## config.mk

```make
export PLATFORM = sky130hd
export DESIGN_NAME = pipe_stage_reg
export DESIGN_NICKNAME = d
export VERILOG_FILES = /design/src/rtl/pipe_stage_reg_pkg.sv /design/src/rtl/pipe_skid_buf.sv /design/src/rtl/pipe_stage_reg.sv
export SDC_FILE = /design/constraint.sdc
export NUM_CORES = 1
export LEC_CHECK = 0
export ABC_AREA = 1
export BUFFER_PORTS_ARGS = -buffer_cell sky130_fd_sc_hd__clkbuf_2
export CAP_MARGIN = 5
export CORE_UTILIZATION = 43
export DETAILED_ROUTE_END_ITERATION = 8
export PLACE_DENSITY = 0.76
export SYNTH_ARGS = -nofsm -noshare
export SYNTH_HDL_FRONTEND = slang
export SYNTH_SLANG_ARGS = --single-unit
```

## constraint.sdc

```tcl
create_clock -name clk -period 1.1 [get_ports clk]
set_input_delay 0.22 -clock clk [delete_from_list [all_inputs] [get_ports clk]]
set_output_delay 0.22 -clock clk [all_outputs]
set_load 0.05 [all_outputs]
```

## src/rtl/pipe_stage_reg_pkg.sv

```systemverilog
// Shared pipeline definitions: stall encodings, ID/EX payload layout and its bubble value.
package pipe_stage_reg_pkg;

  localparam int   CTRL_STALL_W = 6;
  localparam logic STOP         = 1'b1;
  localparam logic NO_STOP      = 1'b0;

  localparam int ALU_OP_W   = 8;
  localparam int ALU_SEL_W  = 3;
  localparam int REG_W      = 32;
  localparam int REG_ADDR_W = 5;

  localparam logic [ALU_OP_W-1:0]   EXE_NOP_OP   = '0;
  localparam logic [ALU_SEL_W-1:0]  EXE_RES_NOP  = '0;
  localparam logic [REG_ADDR_W-1:0] NOP_REG_ADDR = '0;

  typedef struct packed {
    logic [ALU_OP_W-1:0]   aluop;
    logic [ALU_SEL_W-1:0]  alusel;
    logic [REG_W-1:0]      reg1;
    logic [REG_W-1:0]      reg2;
    logic [REG_W-1:0]      link_addr;
    logic [REG_ADDR_W-1:0] wd;
    logic                  wreg;
  } id_ex_t;

  localparam int ID_EX_W = $bits(id_ex_t);

  // NOP op, NOP sel, no register write: safe to inject as a bubble
  localparam id_ex_t ID_EX_BUBBLE = '{
    aluop:     EXE_NOP_OP,
    alusel:    EXE_RES_NOP,
    reg1:      '0,
    reg2:      '0,
    link_addr: '0,
    wd:        NOP_REG_ADDR,
    wreg:      1'b0
  };

endpackage

```

## src/rtl/pipe_skid_buf.sv

```systemverilog
// One-entry skid register with valid; clr and rst both empty it.
// Latency: 1 cycle from load to vld. Backpressure: none internally, owner gates load.
module pipe_skid_buf
  import pipe_stage_reg_pkg::*;
#(
  parameter int W = 33
) (
  input  logic         clk,
  input  logic         rst,
  input  logic         clr,
  input  logic         load,
  input  logic         unload,
  input  logic [W-1:0] d,
  output logic         vld,
  output logic [W-1:0] q
);

  always_ff @(posedge clk) begin
    if (rst || clr) begin
      vld <= 1'b0;
      q   <= '0;
    end else if (load) begin
      vld <= 1'b1;
      q   <= d;
    end else if (unload) begin
      vld <= 1'b0;
    end
  end

endmodule

```

## src/rtl/pipe_stage_reg.sv

```systemverilog
// Inter-stage pipeline register, stall-vector (MODE=0) or valid/ready with skid (MODE=1).
// Latency: 1 cycle. Backpressure: MODE=0 via stall[STAGE]; MODE=1 in_ready drops when skid full.
module pipe_stage_reg
  import pipe_stage_reg_pkg::*;
#(
  parameter int                 DATA_W  = 32,
  parameter int                 STALL_W = CTRL_STALL_W,
  parameter int                 STAGE   = 2,
  parameter int                 MODE    = 0,
  parameter logic [DATA_W-1:0]  BUBBLE  = '0
) (
  input  logic               clk,
  input  logic               rst,
  input  logic               flush,
  input  logic [STALL_W-1:0] stall,
  input  logic               in_valid,
  output logic               in_ready,
  input  logic [DATA_W-1:0]  in_data,
  input  logic               in_dslot_next,
  output logic               out_valid,
  input  logic               out_ready,
  output logic [DATA_W-1:0]  out_data,
  output logic               out_dslot_next,
  output logic [1:0]         occupancy
);

  logic              main_vld;
  logic [DATA_W-1:0] main_dat;
  logic              main_dslot;
  logic              nxt_vld;
  logic [DATA_W-1:0] nxt_dat;
  logic              nxt_dslot;
  logic              skid_vld;
  logic [DATA_W:0]   skid_dat;
  logic              skid_load;
  logic              skid_unload;
  logic              accept;
  logic              pop;

  assign in_ready = (MODE == 0) ? (stall[STAGE] == NO_STOP) : ~skid_vld;
  assign accept   = in_valid & in_ready;
  assign pop      = main_vld & out_ready;

  always_comb begin
    nxt_vld     = main_vld;
    nxt_dat     = main_dat;
    nxt_dslot   = main_dslot;
    skid_load   = 1'b0;
    skid_unload = 1'b0;
    if (MODE == 0) begin
      if (stall[STAGE] == NO_STOP) begin
        nxt_vld   = in_valid;
        nxt_dat   = in_data;
        nxt_dslot = in_dslot_next;
      end else if (stall[STAGE+1] == NO_STOP) begin
        // upstream frozen, downstream moving: inject a bubble, keep the delay-slot flag
        nxt_vld = 1'b0;
        nxt_dat = BUBBLE;
      end
    end else begin
      if (pop && skid_vld) begin
        // in_ready is low whenever the skid is full, so no accept can collide here
        nxt_vld              = 1'b1;
        {nxt_dslot, nxt_dat} = skid_dat;
        skid_unload          = 1'b1;
      end else if (accept && (!main_vld || pop)) begin
        nxt_vld   = 1'b1;
        nxt_dat   = in_data;
        nxt_dslot = in_dslot_next;
      end else if (accept) begin
        skid_load = 1'b1;
      end else if (pop) begin
        nxt_vld = 1'b0;
        nxt_dat = BUBBLE;
      end
    end
  end

  always_ff @(posedge clk) begin
    if (rst || flush) begin
      main_vld   <= 1'b0;
      main_dat   <= BUBBLE;
      main_dslot <= 1'b0;
    end else begin
      main_vld   <= nxt_vld;
      main_dat   <= nxt_dat;
      main_dslot <= nxt_dslot;
    end
  end

  generate
    if (MODE == 1) begin : g_skid
      pipe_skid_buf #(.W(DATA_W + 1)) u_skid (
        .clk    (clk),
        .rst    (rst),
        .clr    (flush),
        .load   (skid_load),
        .unload (skid_unload),
        .d      ({in_dslot_next, in_data}),
        .vld    (skid_vld),
        .q      (skid_dat)
      );
    end else begin : g_no_skid
      assign skid_vld = 1'b0;
      assign skid_dat = '0;
    end
  endgenerate

  // each mode leaves some of these inputs and strobes unused
  logic unused_mode_sigs;
  assign unused_mode_sigs = &{1'b0, stall, out_ready, skid_load, skid_unload, pop};

  assign out_valid      = main_vld;
  assign out_data       = main_dat;
  assign out_dslot_next = main_dslot;
  assign occupancy      = {1'b0, main_vld} + {1'b0, skid_vld};

endmodule

```

==> results_dict.tcl, run 1 <==
set metrics [dict create \
    ys_warn_count 0 \
    critPathLaunch "out_valid" \
    rsz0062_at_grt "yes" \
    htree_num_levels 2 \
    r2r_start "out_data[9]" \
    overflow 0 \
    layout.nets 269 \
    synth_cells 156 \
    cp_slowest_stage_delay_ns 0.39 \
    rows 20 \
    crit_type "reg -> out" \
    cts_root_buf "clkbuf_4" \
    post_cts_buffers 0 \
    synth.distinct_cells 11 \
    die_area_um2 3490 \
    fmax_mhz 918 \
    diodes 0 \
    via_per_inst 4.93 \
    synth_area_um2 1400 \
    fp.dieH_um 59.1 \
    portBuffers 74 \
    dpl.hpwl_mm 2.03 \
    cts_hold_buffers 0 \
    setup.worst_path.start_class "flip-flop" \
    cts_num_sinks 34 \
    preCtsSetupSlack_ns 0.0994 \
    required_ns 0.88 \
    num-fill-cells 250 \
    finalHoldViolCount 0 \
    path_delay_family "flip-flops" \
    crit_path_top_delay_cell "dfxtp_4" \
    fin_area_um2 2230 \
    syn_nets 200 \
    gp_congestion 0.649 \
    final_antenna_net_count 0 \
    cp-end-kind "primary output" \
    path_buf_inv 1 \
    die_width_um 59.1 \
    drt-wirelength-per-cell_um 13.0 \
    design.portCount 81 \
    worst-r2r-setup-slack_ns 0.44 \
    synth_area_per_cell_um2 8.97 \
    path_cells "buf_8" \
    ys_seq_elements 34 \
    cp_max_fo 3 \
    initial_core_util_pct 45.5 \
    fin_util_pct 72.5 \
    ir_worst_vdd_mv 0.652 \
    drc 0 \
    cap_violations 0 \
    area_growth_pct 59.4 \
    endpoint "occupancy[0]" \
    postLayoutSetupSlackWorst_ns 0.0104 \
    track_usage_pct 21.0 \
    p_per_area_nw_per_um2 1100 \
    drtIter0Drc 96 \
    hp-start "in_data[2]" \
    grt_pass1_wl_mm 5.51 \
    rr_endpoint "out_data[9]" \
    ys_seq_area_share_pct 48.6 \
    antenna_found_initial 0 \
    r2r_cells 2 \
    cts_tree "built" \
    status "finished, final reports clean" \
    drive_above_1_share_pct 66.2 \
    grt_max_degree 35 \
    fp.coreArea_um2 3080 \
    via_count 1327 \
    routed_wl_mm 3.50 \
    drt-pass1-iter-count 2 \
    cts_made_buffers 5 \
    p_leak_uw 0.000909 \
    clock-skew-final_ns 0 \
    min_period_ns 1.09 \
    clockBufferDepth 2 \
    hp-class "in -> reg" \
    clk_pin_slew_ns 0.10 \
    clk_latency_ns 0.33 \
    crit_cells 1 \
    min_period_over_period_pct 99.1 \
    critical_path_arrival_ns 0.87 \
    setup_violations 0 \
    place_area_um2 1800 \
    grt_pass1_vias 1325 \
    drv_slew 0 \
]
routing by layer:
| layer | wire length [µm] | GRT usage, % |
|---|---|---|
| met5 | 0 | 0 |
| met4 | 37 | 8.84 |
| met3 | 250 | 6.77 |
| met2 | 1760 | 37.8 |
| met1 | 1450 | 22.5 |
metrics by stage:
step	std cells	hold slack (ns)	total power, µW	setup TNS, ns
2_1_floorplan	156	0.366	1630	0
3_3_place_gp	262	0.451	1760	0
3_5_place_dp	262	0.460	1770	0
4_1_cts	269	0.0946	2450	-0.0714
5_1_grt	269	0.101	2570	-0.0590
6_report	269	0.108	2460	0
synth_stat cells:
cell type | number | area, µm²
clkinv_2 | 1 | 5.00
dfxtp_1 | 34 | 681
nand3_1 | 33 | 165
nand2_1 | 35 | 131
buf_4 | 6 | 45.0
conb_1 | 1 | 3.75
a21oi_2 | 30 | 263
a21oi_1 | 4 | 20.0
buf_6 | 4 | 45.0
or2_1 | 1 | 6.26
buf_2 | 7 | 35.0
logic make-up after synthesis:
kind of cell           after synthesis  synth area share, %
AND/OR/NAND/NOR                     69                 21.6
AO/OA/AOI/OAI                       34                 20.2
flip-flops                          34                 48.6
buffers and inverters               18                 9.29
other                                1                0.268
layout by cell type, fill, tap and decap left out, types with 2 or more instances in the layout:
cell type	count
a21oi_1	4
a21oi_2	30
buf_12	5
buf_8	29
clkbuf_1	2
clkbuf_2	39
clkbuf_4	5
clkbuf_8	6
dfxtp_2	32
nand2_1	35
nand3_1	33
layout make-up:
| cell class | count | area (µm²) | share of cell area [%] |
|---|---|---|---|
| tap | 44 | 55.1 | 2.47 |
| timing repair buffer | 79 | 813 | 36.4 |
| clock buffer | 7 | 45.0 | 2.02 |
| inverter | 1 | 5.00 | 0.224 |
| multi-input combinational | 104 | 589 | 26.4 |
| sequential | 34 | 724 | 32.5 |
where the power goes:
group / total [µW] / internal [µW] / switching, µW
clock: 628 / 241 / 387
combinational: 527 / 216 / 311
sequential: 1300 / 1270 / 31.1
worst register-to-register path, stage by stage, from the launching register on:
cell	delay [ns]
dfxtp_1	0.37
nand3_1	0.11
a21oi_2	0.13
how the worst min path moves through the flow:
stage,slack [ns],endpoint,depth (start not counted)
6_report,0.11,out_data[2],3
5_1_grt,0.10,out_data[0],3
4_1_cts,0.09,out_data[27],3
3_5_place_dp,0.46,out_data[29],2
3_3_place_gp,0.45,out_data[28],2
2_1_floorplan,0.37,out_data[26],2
repair_timing:
action | CTS | global route
setup endpoints to repair | 35 | 29
cloned | 0 | 0
resized for setup | 97 | 37
flip-flops by register name (all words and copies together), names as in the netlist:
name,count
out_data,32
out_dslot_next,1
out_valid,1
Note: power is estimated with default switching activity, not from simulation.
==> run 2: changes to the inputs <==
- CORE_UTILIZATION: 43 -> 39
- CTS_CLUSTER_SIZE: unset -> 28
- PLACE_DENSITY: 0.76 -> 0.72
- clock period: 1.1 -> 0.9 ns (I/O delays scaled with it)
==> run 2 against run 1 <==
  * The run now ends with negative setup slack left
  * Critical path depth is the same
  * Combinational power grew 33%
  * Wire length grew 8.2%
  * Core utilization grew 0.98 points
  * Global-route usage shrank 1.5 points
  * Hold slack lost 0.032 ns
  * Power grew 37%
  * Largest cell class unchanged
  * Highest routed layer unchanged
==> results_dict.tcl, run 2 (synthesis results as in run 1) <==
set metrics [dict create \
    path_cells "clkbuf_16" \
    diodes 0 \
    design.portCount 81 \
    dpl.hpwl_mm 2.25 \
    critical_path_arrival_ns 0.86 \
    portBuffers 74 \
    multiInputGateArea_um2 589 \
    routed_wl_mm 3.78 \
    gp_congestion 0.632 \
    fp.coreArea_um2 3390 \
    area_growth_pct 77.9 \
    cp_max_fo 2 \
    crit_cells 1 \
    fmax_mhz 966 \
    path_delay_family "flip-flops" \
    layout.nets 286 \
    p_leak_uw 0.00105 \
    via_per_inst 4.85 \
    track_usage_pct 19.5 \
    rsz0062_at_grt "yes" \
    cp_slowest_stage_delay_ns 0.37 \
    htree_num_levels 2 \
    via_count 1403 \
    cts_num_sinks 34 \
    required_ns 0.72 \
    drt-wirelength-per-cell_um 13.1 \
    final_cell_mix "clkbuf_2, nand2_1, nand3_1, dfxtp_2, a21oi_2" \
    preCtsSetupSlack_ns -0.0727 \
    r2r_start "out_data[24]" \
    path_buf_inv 1 \
    grt_pass1_wl_mm 5.42 \
    rows 21 \
    cp-end-kind "primary output" \
    rr_endpoint "out_data[24]" \
    worst-r2r-setup-slack_ns 0.07 \
    grt_pass1_vias 1224 \
    fp.dieH_um 61.9 \
    crit_path_top_delay_cell "dfxtp_2" \
    initial_core_util_pct 41.3 \
    clk_latency_ns 0.31 \
    violations "negative setup slack" \
    setup_violations 35 \
    antenna_found_initial 0 \
    place_area_um2 1860 \
    hp-start "in_data[29]" \
    status "finished with violations" \
    hp-class "in -> reg" \
    fin_area_um2 2490 \
    drc 0 \
    die_area_um2 3830 \
    cap_violations 0 \
    r2r_cells 4 \
    clk_pin_slew_ns 0.10 \
    postLayoutSetupSlackWorst_ns -0.136 \
    drt-pass1-iter-count 4 \
    finalHoldViolCount 0 \
    num-fill-cells 240 \
    min_period_over_period_pct 115 \
    min_period_ns 1.04 \
    crit_type "reg -> out" \
    final_antenna_net_count 0 \
    fin_util_pct 73.5 \
    cts_made_buffers 5 \
    clock-skew-final_ns 0 \
    overflow 0 \
    drv_slew 0 \
    holdPathStages 3 \
    min_to "out_data[29]" \
    cts_hold_buffers 0 \
    drive_above_1_share_pct 70.0 \
    clockBufferDepth 2 \
    cts_tree "built" \
    final_common_cell "clkbuf_2" \
    largest_reg_flops 32 \
    drtIter0Drc 61 \
    die_width_um 61.9 \
    regArea_um2 726 \
    setup.worst_path.start_class "flip-flop" \
    ir_worst_vdd_mv 1.11 \
    grt_max_degree 35 \
    cts_root_buf "clkbuf_4" \
    p_per_area_nw_per_um2 1350 \
]
==> run 2: per-stage QoR <==
| step | TNS [ns] | instances | hold WS (ns) | total power, µW |
|---|---|---|---|---|
| 3_5_place_dp | -1.76 | 267 | 0.413 | 2170 |
| 5_1_grt | -5.55 | 289 | 0.0564 | 3540 |
| 2_1_floorplan | -0.00869 | 156 | 0.319 | 2000 |
| 4_1_cts | -4.91 | 283 | 0.0553 | 3380 |
| 6_report | -3.82 | 289 | 0.0757 | 3370 |
| 3_3_place_gp | -1.57 | 267 | 0.410 | 2170 |
==> run 2: worst min-delay path, stage by stage <==
cell,delay [ns]
clkbuf_2,0.08
nand2_1,0.05
a21oi_1,0.05
==> run 2: metal layers <==
layer  share of wire, %  wire (µm)  vias up  GRT usage [%]
met3                6.3        240        2           5.80
met5                  0          0        -              0
met2                 52       1970       58           32.4
li1                   -          -      690              -
met1                 41       1550      653           23.7
met4               0.53         20        0           7.62
==> run 2: where the power goes <==
part	internal [µW]	total, µW	switching (µW)
Sequential	1550	1600	40.9
Combinational	311	699	388
Clock	576	1080	502
Total	2440	3370	931
==> run 2: final cells by class <==
cell class                      instances  area share (%)
Inverter                                1           0.201
Clock inverter                          3            1.61
Multi-Input combinational cell        104            23.7
Sequential cell                        34            29.1
Timing Repair Buffer                   96            41.6
Clock buffer                            5            1.51
Tap cell                               46            2.31
==> run 2: timing repair <==
item                       CTS  global route
setup buffers                8             6
setup endpoints to repair   35            36
resized for setup           80            27
pin swaps                    0             0
==> run 2: worst max path at each step <==
stage                       startpoint      endpoint  slack, ns
final                     out_data[13]  out_data[13]      -0.14
after global routing       out_data[0]   out_data[0]      -0.18
after CTS                    out_valid  occupancy[0]      -0.16
after detailed placement         flush  out_data[26]      -0.07
after global placement           flush  out_data[27]      -0.06
after floorplan              out_valid  occupancy[0]     -0.009
